**src/rtl/glove_centroid_pkg.sv**
```systemverilog
// Shared widths, FSM encoding and latency constant for the glove centroid block.
package glove_centroid_pkg;

  localparam int X_W   = 10;  // pixel column width (640-wide frame)
  localparam int Y_W   = 10;  // pixel row width (480-tall frame)
  localparam int CNT_W = 19;  // per-glove pixel count, holds 640*480
  localparam int SUM_W = 28;  // per-glove coordinate sum, holds 639*307200

  // Narrowest quotient that still covers both x and y centroids.
  localparam int Q_W = (X_W > Y_W) ? X_W : Y_W;

  // Accepted frame_end to coords_valid: four divisions of (1 start + SUM_W wait)
  // cycles each, plus the DONE cycle.
  localparam int CENTROID_LATENCY = 4 * (SUM_W + 1) + 1;

  typedef enum logic [2:0] {
    ST_IDLE    = 3'd0,
    ST_DIV_G1X = 3'd1,
    ST_DIV_G1Y = 3'd2,
    ST_DIV_G2X = 3'd3,
    ST_DIV_G2Y = 3'd4,
    ST_DONE    = 3'd5
  } state_e;

endpackage

```
**src/rtl/glove_centroid_seq_divider.sv**
```systemverilog
// Unsigned restoring divider, one quotient bit per cycle.
//   clk, reset : clock, synchronous active-high reset
//   start      : load dividend/divisor and begin (restarts if already running)
//   dividend   : DIVIDEND_W-bit numerator
//   divisor    : DIVISOR_W-bit denominator (caller guarantees non-zero)
//   quotient   : low QUOT_W bits of the quotient, valid while done is high
//   done       : one-cycle pulse DIVIDEND_W cycles after start
module seq_divider #(
  parameter int DIVIDEND_W = 28,
  parameter int DIVISOR_W  = 19,
  parameter int QUOT_W     = DIVIDEND_W
) (
  input  logic                  clk,
  input  logic                  reset,
  input  logic                  start,
  input  logic [DIVIDEND_W-1:0] dividend,
  input  logic [DIVISOR_W-1:0]  divisor,
  output logic [QUOT_W-1:0]     quotient,
  output logic                  done
);

  localparam int CNT_BITS = $clog2(DIVIDEND_W + 1);

  logic [DIVIDEND_W-1:0] quo_q;
  logic [DIVISOR_W-1:0]  rem_q;
  logic [DIVISOR_W-1:0]  dvs_q;
  logic [CNT_BITS-1:0]   cnt_q;
  logic                  done_q;

  logic [DIVIDEND_W-1:0] in_quo;
  logic [DIVISOR_W-1:0]  in_rem;
  logic [DIVISOR_W-1:0]  in_dvs;
  logic [DIVISOR_W:0]    rem_sh;
  logic                  ge;
  logic [DIVISOR_W-1:0]  rem_d;
  logic [DIVIDEND_W-1:0] quo_d;

  // The first iteration is folded into the start cycle so that the final
  // quotient bit lands exactly DIVIDEND_W cycles after start.
  always_comb begin
    in_quo = start ? dividend : quo_q;
    in_rem = start ? '0       : rem_q;
    in_dvs = start ? divisor  : dvs_q;
    rem_sh = {in_rem, in_quo[DIVIDEND_W-1]};
    ge     = (rem_sh >= {1'b0, in_dvs});
    // When ge, the true difference is < divisor, so the low bits are exact.
    rem_d  = ge ? (rem_sh[DIVISOR_W-1:0] - in_dvs) : rem_sh[DIVISOR_W-1:0];
    quo_d  = {in_quo[DIVIDEND_W-2:0], ge};
  end

  always_ff @(posedge clk) begin
    if (reset) begin
      quo_q  <= '0;
      rem_q  <= '0;
      dvs_q  <= '0;
      cnt_q  <= '0;
      done_q <= 1'b0;
    end else if (start) begin
      quo_q  <= quo_d;
      rem_q  <= rem_d;
      dvs_q  <= divisor;
      cnt_q  <= CNT_BITS'(DIVIDEND_W - 1);
      done_q <= (DIVIDEND_W == 1);
    end else if (cnt_q != '0) begin
      quo_q  <= quo_d;
      rem_q  <= rem_d;
      cnt_q  <= cnt_q - CNT_BITS'(1);
      done_q <= (cnt_q == CNT_BITS'(1));
    end else begin
      done_q <= 1'b0;
    end
  end

  assign quotient = quo_q[QUOT_W-1:0];
  assign done     = done_q;

endmodule

```
**src/rtl/glove_centroid.sv**
```systemverilog
// Per-frame glove centroid: accumulates coordinates of pixels flagged as
// glove 1 / glove 2, and at frame end divides sums by counts with one shared
// sequential divider to give relative glove positions in camera pixels.
//   clk, reset              : clock, synchronous active-high reset
//   frame_end               : one-cycle end-of-active-frame pulse
//   pix_valid, pix_x, pix_y : pixel stream
//   match1, match2          : classifier flags (both may be set)
//   rel_glove{1,2}{x,y}     : centroids, held when a glove is not found
//   glove{1,2}_found        : count >= MIN_PIXELS in last completed frame
//   coords_valid            : one-cycle pulse when results update
//   busy                    : division sequence in progress
//   overrun                 : one-cycle pulse when a frame_end was dropped
//
// state      | meaning
// IDLE       | waiting for frame_end
// DIV_G1X    | dividing glove 1 x sum by glove 1 count
// DIV_G1Y    | dividing glove 1 y sum by glove 1 count
// DIV_G2X    | dividing glove 2 x sum by glove 2 count
// DIV_G2Y    | dividing glove 2 y sum by glove 2 count
// DONE       | results published, coords_valid high
module glove_centroid
  import glove_centroid_pkg::*;
#(
  parameter int MIN_PIXELS = 16
) (
  input  logic           clk,
  input  logic           reset,
  input  logic           frame_end,
  input  logic           pix_valid,
  input  logic [X_W-1:0] pix_x,
  input  logic [Y_W-1:0] pix_y,
  input  logic           match1,
  input  logic           match2,
  output logic [X_W-1:0] rel_glove1x,
  output logic [Y_W-1:0] rel_glove1y,
  output logic [X_W-1:0] rel_glove2x,
  output logic [Y_W-1:0] rel_glove2y,
  output logic           glove1_found,
  output logic           glove2_found,
  output logic           coords_valid,
  output logic           busy,
  output logic           overrun
);

  state_e state_q, state_d;
  logic   started_q, started_d;

  logic [SUM_W-1:0] sumx1_q, sumy1_q, sumx2_q, sumy2_q;
  logic [CNT_W-1:0] cnt1_q, cnt2_q;
  logic [SUM_W-1:0] s_sumx1_q, s_sumy1_q, s_sumx2_q, s_sumy2_q;
  logic [CNT_W-1:0] s_cnt1_q, s_cnt2_q;

  logic [X_W-1:0] q1x_q, q2x_q;
  logic [Y_W-1:0] q1y_q;
  logic [X_W-1:0] rel1x_q, rel2x_q;
  logic [Y_W-1:0] rel1y_q, rel2y_q;
  logic           found1_q, found2_q, coords_valid_q, overrun_q;

  logic             add1, add2, accept, div_fire;
  logic             div_start, div_done;
  logic [SUM_W-1:0] div_dividend;
  logic [CNT_W-1:0] div_cnt, div_divisor;
  logic [Q_W-1:0]   div_quo;

  assign add1     = pix_valid && match1;
  assign add2     = pix_valid && match2;
  assign accept   = frame_end && (state_q == ST_IDLE);
  assign div_fire = started_q && div_done;

  // A pixel on the frame_end cycle belongs to the next frame, so the
  // accumulators reload with its contribution instead of clearing to zero.
  always_ff @(posedge clk) begin
    if (reset) begin
      sumx1_q <= '0; sumy1_q <= '0; cnt1_q <= '0;
      sumx2_q <= '0; sumy2_q <= '0; cnt2_q <= '0;
    end else if (frame_end) begin
      sumx1_q <= add1 ? SUM_W'(pix_x) : '0;
      sumy1_q <= add1 ? SUM_W'(pix_y) : '0;
      cnt1_q  <= add1 ? CNT_W'(1)     : '0;
      sumx2_q <= add2 ? SUM_W'(pix_x) : '0;
      sumy2_q <= add2 ? SUM_W'(pix_y) : '0;
      cnt2_q  <= add2 ? CNT_W'(1)     : '0;
    end else begin
      if (add1) begin
        sumx1_q <= sumx1_q + SUM_W'(pix_x);
        sumy1_q <= sumy1_q + SUM_W'(pix_y);
        cnt1_q  <= cnt1_q + CNT_W'(1);
      end
      if (add2) begin
        sumx2_q <= sumx2_q + SUM_W'(pix_x);
        sumy2_q <= sumy2_q + SUM_W'(pix_y);
        cnt2_q  <= cnt2_q + CNT_W'(1);
      end
    end
  end

  always_ff @(posedge clk) begin
    if (reset) begin
      s_sumx1_q <= '0; s_sumy1_q <= '0; s_cnt1_q <= '0;
      s_sumx2_q <= '0; s_sumy2_q <= '0; s_cnt2_q <= '0;
    end else if (accept) begin
      s_sumx1_q <= sumx1_q; s_sumy1_q <= sumy1_q; s_cnt1_q <= cnt1_q;
      s_sumx2_q <= sumx2_q; s_sumy2_q <= sumy2_q; s_cnt2_q <= cnt2_q;
    end
  end

  always_comb begin
    div_dividend = s_sumx1_q;
    div_cnt      = s_cnt1_q;
    case (state_q)
      ST_DIV_G1Y: div_dividend = s_sumy1_q;
      ST_DIV_G2X: begin
        div_dividend = s_sumx2_q;
        div_cnt      = s_cnt2_q;
      end
      ST_DIV_G2Y: begin
        div_dividend = s_sumy2_q;
        div_cnt      = s_cnt2_q;
      end
      default: ;
    endcase
    // An empty glove still runs its division so the latency never varies.
    div_divisor = (div_cnt == '0) ? CNT_W'(1) : div_cnt;
  end

  seq_divider #(
    .DIVIDEND_W (SUM_W),
    .DIVISOR_W  (CNT_W),
    .QUOT_W     (Q_W)
  ) u_div (
    .clk      (clk),
    .reset    (reset),
    .start    (div_start),
    .dividend (div_dividend),
    .divisor  (div_divisor),
    .quotient (div_quo),
    .done     (div_done)
  );

  always_ff @(posedge clk) begin
    if (reset) begin
      state_q   <= ST_IDLE;
      started_q <= 1'b0;
    end else begin
      state_q   <= state_d;
      started_q <= started_d;
    end
  end

  always_comb begin
    state_d   = state_q;
    started_d = started_q;
    div_start = 1'b0;
    case (state_q)
      ST_IDLE: begin
        started_d = 1'b0;
        if (accept) state_d = ST_DIV_G1X;
      end
      ST_DIV_G1X, ST_DIV_G1Y, ST_DIV_G2X, ST_DIV_G2Y: begin
        if (!started_q) begin
          div_start = 1'b1;
          started_d = 1'b1;
        end else if (div_done) begin
          started_d = 1'b0;
          case (state_q)
            ST_DIV_G1X: state_d = ST_DIV_G1Y;
            ST_DIV_G1Y: state_d = ST_DIV_G2X;
            ST_DIV_G2X: state_d = ST_DIV_G2Y;
            default:    state_d = ST_DONE;
          endcase
        end
      end
      ST_DONE: state_d = ST_IDLE;
      default: state_d = ST_IDLE;
    endcase
  end

  // Results are published on the edge that enters DONE, so coords_valid and
  // the new coordinates are both visible during the DONE cycle.
  always_ff @(posedge clk) begin
    if (reset) begin
      q1x_q <= '0; q1y_q <= '0; q2x_q <= '0;
      rel1x_q <= '0; rel1y_q <= '0; rel2x_q <= '0; rel2y_q <= '0;
      found1_q <= 1'b0; found2_q <= 1'b0;
      coords_valid_q <= 1'b0;
      overrun_q <= 1'b0;
    end else begin
      coords_valid_q <= 1'b0;
      overrun_q      <= frame_end && (state_q != ST_IDLE);
      if (div_fire) begin
        case (state_q)
          ST_DIV_G1X: q1x_q <= div_quo[X_W-1:0];
          ST_DIV_G1Y: q1y_q <= div_quo[Y_W-1:0];
          ST_DIV_G2X: q2x_q <= div_quo[X_W-1:0];
          ST_DIV_G2Y: begin
            coords_valid_q <= 1'b1;
            if (s_cnt1_q >= CNT_W'(MIN_PIXELS)) begin
              rel1x_q  <= q1x_q;
              rel1y_q  <= q1y_q;
              found1_q <= 1'b1;
            end else begin
              found1_q <= 1'b0;
            end
            if (s_cnt2_q >= CNT_W'(MIN_PIXELS)) begin
              rel2x_q  <= q2x_q;
              rel2y_q  <= div_quo[Y_W-1:0];
              found2_q <= 1'b1;
            end else begin
              found2_q <= 1'b0;
            end
          end
          default: ;
        endcase
      end
    end
  end

  assign rel_glove1x  = rel1x_q;
  assign rel_glove1y  = rel1y_q;
  assign rel_glove2x  = rel2x_q;
  assign rel_glove2y  = rel2y_q;
  assign glove1_found = found1_q;
  assign glove2_found = found2_q;
  assign coords_valid = coords_valid_q;
  assign overrun      = overrun_q;
  assign busy         = (state_q != ST_IDLE);

endmodule
```
**config.mk**
```make
export PLATFORM = sky130hd
export DESIGN_NAME = glove_centroid
export DESIGN_NICKNAME = d
export VERILOG_FILES = /design/src/rtl/glove_centroid_pkg.sv /design/src/rtl/glove_centroid_seq_divider.sv /design/src/rtl/glove_centroid.sv
export SDC_FILE = /design/constraint.sdc
export NUM_CORES = 1
export LEC_CHECK = 0
export CORE_MARGIN = 2
export CORE_UTILIZATION = 61
export CTS_BUF_LIST = sky130_fd_sc_hd__clkbuf_4 sky130_fd_sc_hd__clkbuf_8
export DETAILED_ROUTE_END_ITERATION = 8
export PLACE_DENSITY_LB_ADDON = 0.12
export SETUP_SLACK_MARGIN = 0.15
export SLEW_MARGIN = 10
export SYNTH_ARGS = -nofsm -noshare
export SYNTH_HDL_FRONTEND = slang
export SYNTH_SLANG_ARGS = --single-unit
```
**constraint.sdc**
```tcl
create_clock -name clk -period 4.7 [get_ports clk]
set_input_delay 0.705 -clock clk [delete_from_list [all_inputs] [get_ports clk]]
set_output_delay 0.705 -clock clk [all_outputs]
set_load 0.1 [all_outputs]
```
# Word-level counts from Yosys, hierarchy flattened
# Index checks and enable logic that the tools add are counted.
[totals]
regBits = 450
inputBits = 26
output_inout_bits = 45
elab_cells = 121
[classes]
add_sub_neg = 8
order_cmp = 3
eq_ne = 8
mux = 44
n_bitwise = 2
reduce_logical = 25
[ops]
columns = ["operator", "n"]
rows = [
  ["2-to-1 mux 28 bit", 11],
  ["2-to-1 mux 19 bit", 11],
  ["adder 28 x 10 -> 28 bit", 4],
  ["one-hot mux 28 bit (3 select lines)", 1],
  ["2-to-1 mux 10 bit", 4],
  ["adder 19 x 1 -> 19 bit (second input constant)", 2],
  [">= comparator 19 x 5 -> 1 bit (second input constant)", 2],
  [">= comparator 20 x 19 -> 1 bit", 1],
  ["zero test 19 bit", 1],
  ["subtractor 19 bit", 1],
  ["2-to-1 mux 5 bit", 2],
  ["2-to-1 mux 1 bit", 9],
  ["2-to-1 mux 3 bit", 3],
  ["one-hot mux 3 bit (3 select lines)", 1],
  ["AND reduction 3 bit", 3],
  ["AND reduction 2 bit", 4],
  ["nonzero test 2 bit", 4],
  ["equality test 3 x 2 -> 1 bit (second input constant)", 2],
  ["one-hot mux 3 bit (2 select lines)", 1],
  ["OR reduction 2 bit", 3],
  ["equality test 5 x 1 -> 1 bit (second input constant)", 1],
  ["logical AND 1 bit", 5],
  ["nonzero test 5 bit", 1],
  ["subtractor 5 x 1 -> 5 bit (second input constant)", 1],
  ["other kinds (10)", 12],
]

# Depth between registers and ports, before layout
[depth]
depth_word = 10
ltp_mapped = 18
mapped_depth_nobuf = 15

# Hierarchy
# Synthesis repeated with hierarchy kept, for this count alone.
[hier_totals]
cells_unflattened = 2797
area_unflattened_um2 = 22325.2
[by_module_without_submodules]
columns = ["mod", "instances", "cells_per_inst", "area_per_inst_um2", "seq_area_each_um2"]
rows = [
  ["glove_centroid", 1, 2233, 17859.6, 7567.3],
  ["seq_divider", 1, 564, 4465.5, 1441.4],
]

# Worst setup path before layout
# No wires, ideal clock.
[synth_timing]
path_kind = "reg-to-reg"
from = "reg state_q[0]"
to = "reg u_div.rem_q[0]"
setup_ps = 86
arrival_ps = 3858
t_required_ps = 4614
slack_ps = 756
stages_incl_launch_ff = 17
n_path_buf = 3
synth_period_minus_slack_ps = 3944
cell_sequence = "dfxtp_1 > buf_2 > nor3b_1 > a21o_1 > clkbuf_1 > buf_1 > nand2_1 > a21oi_1 > a21oi_1 > ha_1 > a21o_1 > nand2b_1 > o21ai_1 > a311oi_2 > nor2_1 > mux2_2 > a211oi_1"
[synth_via]
elab_chain_cells = 10
word_cells_on_any_way = 20
classes_between = "1 x add/sub; 1 x order compare; 4 x eq/ne; 10 x mux; 4 x reduce/logical"
[synth_lines]
columns = ["item", "line_no", "rtl"]
rows = [
  ["start: declaration", "glove_centroid.sv:45", "state_e state_q, state_d;"],
  ["start signal: assignment", "glove_centroid.sv:145", "state_q <= state_d;"],
  ["equality test 3 bit / equality test 3 x 2 -> 1 bit (equally long branches)", "glove_centroid.sv:110, glove_centroid.sv:154", ""],
  ["OR reduction 2 bit (no line)", "-", ""],
  ["2-to-1 mux 19 bit", "glove_centroid.sv:110", "case (state_q)"],
  ["zero test 19 bit", "glove_centroid.sv:123", "div_divisor = (div_cnt == '0) ? CNT_W'(1) : div_cnt;"],
  ["2-to-1 mux 19 bit", "glove_centroid.sv:123", ""],
  ["2-to-1 mux 19 bit", "glove_centroid_seq_divider.sv:43", "in_dvs = start ? divisor : dvs_q;"],
  ["subtractor 19 bit / >= comparator 20 x 19 -> 1 bit (equally long branches)", "glove_centroid_seq_divider.sv:47, glove_centroid_seq_divider.sv:45", ""],
  ["2-to-1 mux 19 bit", "glove_centroid_seq_divider.sv:47", "rem_d = ge ? (rem_sh[DIVISOR_W-1:0] - in_dvs) : rem_sh[DIVISOR_W-1:0];"],
  ["2-to-1 mux 19 bit", "glove_centroid_seq_divider.sv:64", "end else if (cnt_q != '0) begin"],
  ["2-to-1 mux 19 bit", "glove_centroid_seq_divider.sv:58", "end else if (start) begin"],
  ["end signal: assignment", "glove_centroid_seq_divider.sv:60", "rem_q <= rem_d;"],
  ["end signal: assignment", "glove_centroid_seq_divider.sv:66", "rem_q <= rem_d;"],
  ["end: declaration", "glove_centroid_seq_divider.sv:25", "logic [DIVISOR_W-1:0] rem_q;"],
]
# Several ways; a longest one is shown, not always the timed one. The select of a mux whose other input is x is not followed.
# A chain may end at the register's enable or synchronous reset.

# Worst setup path in the final report
[layout_timing]
from = "reg s_cnt1_q[10]"
to = "reg u_div.rem_q[0]"
[layout_via]
elab_chain_cells = 8
word_cells_on_any_way = 9
classes_between = "1 x add/sub; 1 x order compare; 6 x mux; 1 x reduce/logical"
[layout_lines]
columns = ["item", "line_no", "rtl"]
rows = [
  ["start: declaration", "glove_centroid.sv:51", "logic [CNT_W-1:0] s_cnt1_q, s_cnt2_q;"],
  ["start signal: assignment", "glove_centroid.sv:102", "s_sumx1_q <= sumx1_q; s_sumy1_q <= sumy1_q; s_cnt1_q <= cnt1_q;"],
  ["2-to-1 mux 19 bit (*)", "glove_centroid.sv:110", ""],
  ["zero test 19 bit (*)", "glove_centroid.sv:123", ""],
  ["2-to-1 mux 19 bit (*)", "glove_centroid.sv:123", ""],
  ["2-to-1 mux 19 bit (*)", "glove_centroid_seq_divider.sv:43", ""],
  ["named net u_div.in_dvs[0]", "glove_centroid_seq_divider.sv:32", "logic [DIVISOR_W-1:0] in_dvs;"],
  ["subtractor 19 bit / >= comparator 20 x 19 -> 1 bit (equally long branches)", "glove_centroid_seq_divider.sv:47, glove_centroid_seq_divider.sv:45", ""],
  ["2-to-1 mux 19 bit (*)", "glove_centroid_seq_divider.sv:47", ""],
  ["2-to-1 mux 19 bit", "glove_centroid_seq_divider.sv:64", ""],
  ["2-to-1 mux 19 bit (*)", "glove_centroid_seq_divider.sv:58", ""],
]
# The timed path passes the listed nets; every way through them passes the cells marked *. The select of a mux whose other input is x is not followed.

==> summary.md <==
| Metric | Value |
|---|---|
| Status | complete, no violations |
| Vias | 18700 |
| Leak | 8.55 nW |
| Initial DRC Count | 1597 |
| Post-route insts no fill | 3137 |
| Clk root buf | clkbuf_8 |
| # diodes | 0 |
| Area of the core | 33700 um^2 |
| YS warnings | 0 |
| Crit path launch type | flop |
| Routed Antenna Nets | 0 |
| Distinct cells, synth | 67 |
| Residual DRC count | 0 |
| Max Cap Viol | 0 |
| CP max-delay cell | or4_1 |
| Layout fillers | 2820 |
| CP Data Required Time | 5220 ps |
| Number of global-route vias before repair | 17800 |
| Max-slew headroom | 22.5% |
| Synth Instances | 2617 |
| Fin Setup TNS | 0 ps |
| Chip Height | 190 um |
| Primary FF master, synth | dfxtp_1 |
| Most frequent cell after synthesis | nand2_1 |
| Post-Synthesis Cell Area | 21000 um^2 |
| Max IR drop VDD | 0.359 mV |
| Reg area | 9010 um^2 |
| RSZ-0062 raised after global routing | false |
| Yosys reg bits | 450 |
| Mean Syn Cell Area | 8.04 um^2 |
| Max Transition Viols Final | 0 |
| Worst-path clk slew | 60 ps |
| Worst setup margin | 423 ps |
| Fmax | 234 MHz |
| DR WL/cell | 17.3 um |
| Post-CTS setup buffers | 0 |
| Top Ports | 71 |
| Total track usage | 30.1% |
| CP arrival | 4800 ps |
| Synth top area share | 42.8% |
| Post-synth EDFFs | 0 |
| Initial antenna violation count | 0 |
| Layout cells sized above 1 | 6.92% |
| Final Setup Violations | 0 |
| Clk_lat worst skew | 620 ps |
| Sequential share of the synthesized area | 42.8% |
| Synth top area cells | dfxtp_1, nand2_1, a21oi_1 |
| Die W | 190 um |
| Crit-path cells | or4_1, nor4_1, nand3_1, nor4_1, nor3_1, o31ai_1, ha_1, fa_1, nand2b_1, a21oi_1, o21ai_1, a311oi_2, nor2_2, mux2_2, a211oi_1 |
| CTS buffer count | 76 |
| Final worst path period need | 4280 ps |
| Final wirelength | 54.1 mm |
| Routability cong. | 0.931 |
| Async S/R FF share, synth | 0% |
| Clock sinks | 450 |
| Area grow syn2layout | 11.9% |
| Final Skew | 20.0 ps |
| GR Overflow Total | 0 |
| Utilization after layout | 69.8% |
| Post-synth net total | 2712 |
| Rows | 67 |
| DIE AREA | 36000 um^2 |
| Vias per std cell | 5.95 |
| CTS tree | yes |
| Post-CTS Resized | 0 |
| Pre-CTS setup slack | 401 ps |
| Max H-tree Level | 3 |
| Pwr Density | 416 nW/um^2 |
| Slowest stage delay, CP | 530 ps |
| Largest net degree at the start of global routing | 168 |
| R2r setup slk | 420 ps |
| Area of the multi-input gates | 11300 um^2 |
| Worst setup EP type | flop |
| Worst-path maximum fanout | 6 |
| CTS Hold Bufs | 0 |
| Final hold vios | 0 |
| DPL Wire Length | 36.0 mm |
| HP Class | in -> reg |
| Nets | 2733 |
| Most frequent CP cell | nor4_1 |
| TritonRoute pass-1 iters | 5 |
| Starting Density | 62.4% |
| Longest Clk Path Bufs | 3 |
| WS Path Type | reg -> reg |
| Cell taking the most area after synthesis | dfxtp_1 |
| First-pass GRT wire length | 89.0 mm |
| PortBufs | 70 |
| Placed Instances | 3008 |
| Post-synth top cells | nand2_1, dfxtp_1, a21oi_1 |
| Worst-Margin Slew | 1160 ps |
| Final period utilization | 91.0% |
==> power breakdown <==
part / internal [W] / switching (W) / leakage [nW] / total [W]
sequential: 0.00397 / 0.000140 / 3.64 / 0.00411
combinational: 0.000752 / 0.00126 / 4.07 / 0.00202
clock: 0.00209 / 0.00157 / 0.845 / 0.00366
==> final cells by class <==
| type | instances | area share, % |
|---|---|---|
| tap | 448 | 2.38 |
| sequential | 450 | 38.3 |
| clock buffer | 118 | 6.24 |
| inverter | 37 | 0.590 |
| clock inverter | 11 | 0.505 |
| timing repair buffer | 99 | 3.95 |
| multi-input combinational | 1974 | 48.1 |
==> worst paths after layout <==
path / from / endpoint / depth (start not counted)
worst max-delay path: s_cnt1_q[10] / u_div.rem_q[0] / 15
worst min-delay path: frame_end / overrun / 2
worst max register to register: s_cnt1_q[10] / u_div.rem_q[0] / 15
worst min register to register: glove1_found / glove1_found / 2
==> metrics by stage <==
step                      instance area [um^2]  hold WS, ps  power [W]
final                                    23500          444    0.00978
after global routing                     23500          448     0.0102
after CTS                                23500          414    0.00981
after detailed placement                 21900          448    0.00616
after global placement                   21900          442    0.00611
after floorplan                          21000          436    0.00571
==> logic make-up (layout without fill, tap and decap cells) <==
logic type                 count (synthesis)  count (layout)  share of synthesized area, %
adders and majority gates                 69              69                          4.28
AOI/OAI and AO/OA                        597             597                          17.1
muxes                                    103             103                          4.91
xor gates and xnor gates                 120             120                          5.00
buffers and inverters                    193             265                          3.59
DFF                                      450             450                          42.8
and+or+nand+nor                         1085            1085                          22.3
==> per-layer routing <==
| layer | track usage [%] | wire length (um) | vias up |
|---|---|---|---|
| met4 | 10.0 | 1210 | 0 |
| li1 | - | - | 9078 |
| met2 | 48.6 | 24500 | 650 |
| met3 | 4.30 | 3380 | 101 |
| met5 | 0 | 0 | - |
| met1 | 41.5 | 25000 | 8839 |
==> sequential cells by signal, summed over array words and instances (netlist names), 28 cells and up <==
signal	cells
s_sumx1_q	28
s_sumx2_q	28
s_sumy1_q	28
s_sumy2_q	28
sumx1_q	28
sumx2_q	28
sumy1_q	28
sumy2_q	28
u_div.quo_q	28
==> worst max-delay path, delay by kind of cell (launching register included) <==
kind | cells | cell delay (ps)
and+or+nand+nor | 7 | 1720
AOI/OAI and AO/OA | 5 | 1270
adders and majority gates | 2 | 470
muxes | 1 | 390
DFF | 1 | 320
==> cell usage in the layout (no fill, tap or decap), types with 30 or more instances in the layout <==
cell type | Yosys | layout
inv_1 | 36 | 36
nor3_1 | 31 | 30
dfxtp_1 | 450 | 449
a211oi_1 | 45 | 45
a311oi_1 | 31 | 31
nand2_1 | 547 | 546
clkbuf_8 | 0 | 93
xor2_1 | 58 | 58
nor2_1 | 278 | 276
mux2i_1 | 101 | 101
nand3_1 | 46 | 46
a21oi_1 | 296 | 296
clkdlybuf4s50_1 | 0 | 68
ha_1 | 64 | 64
or3_1 | 33 | 32
xnor2_1 | 62 | 62
o21ai_0 | 93 | 93
and2_1 | 32 | 31
No activity file was read; power rests on OpenSTA's default activity.
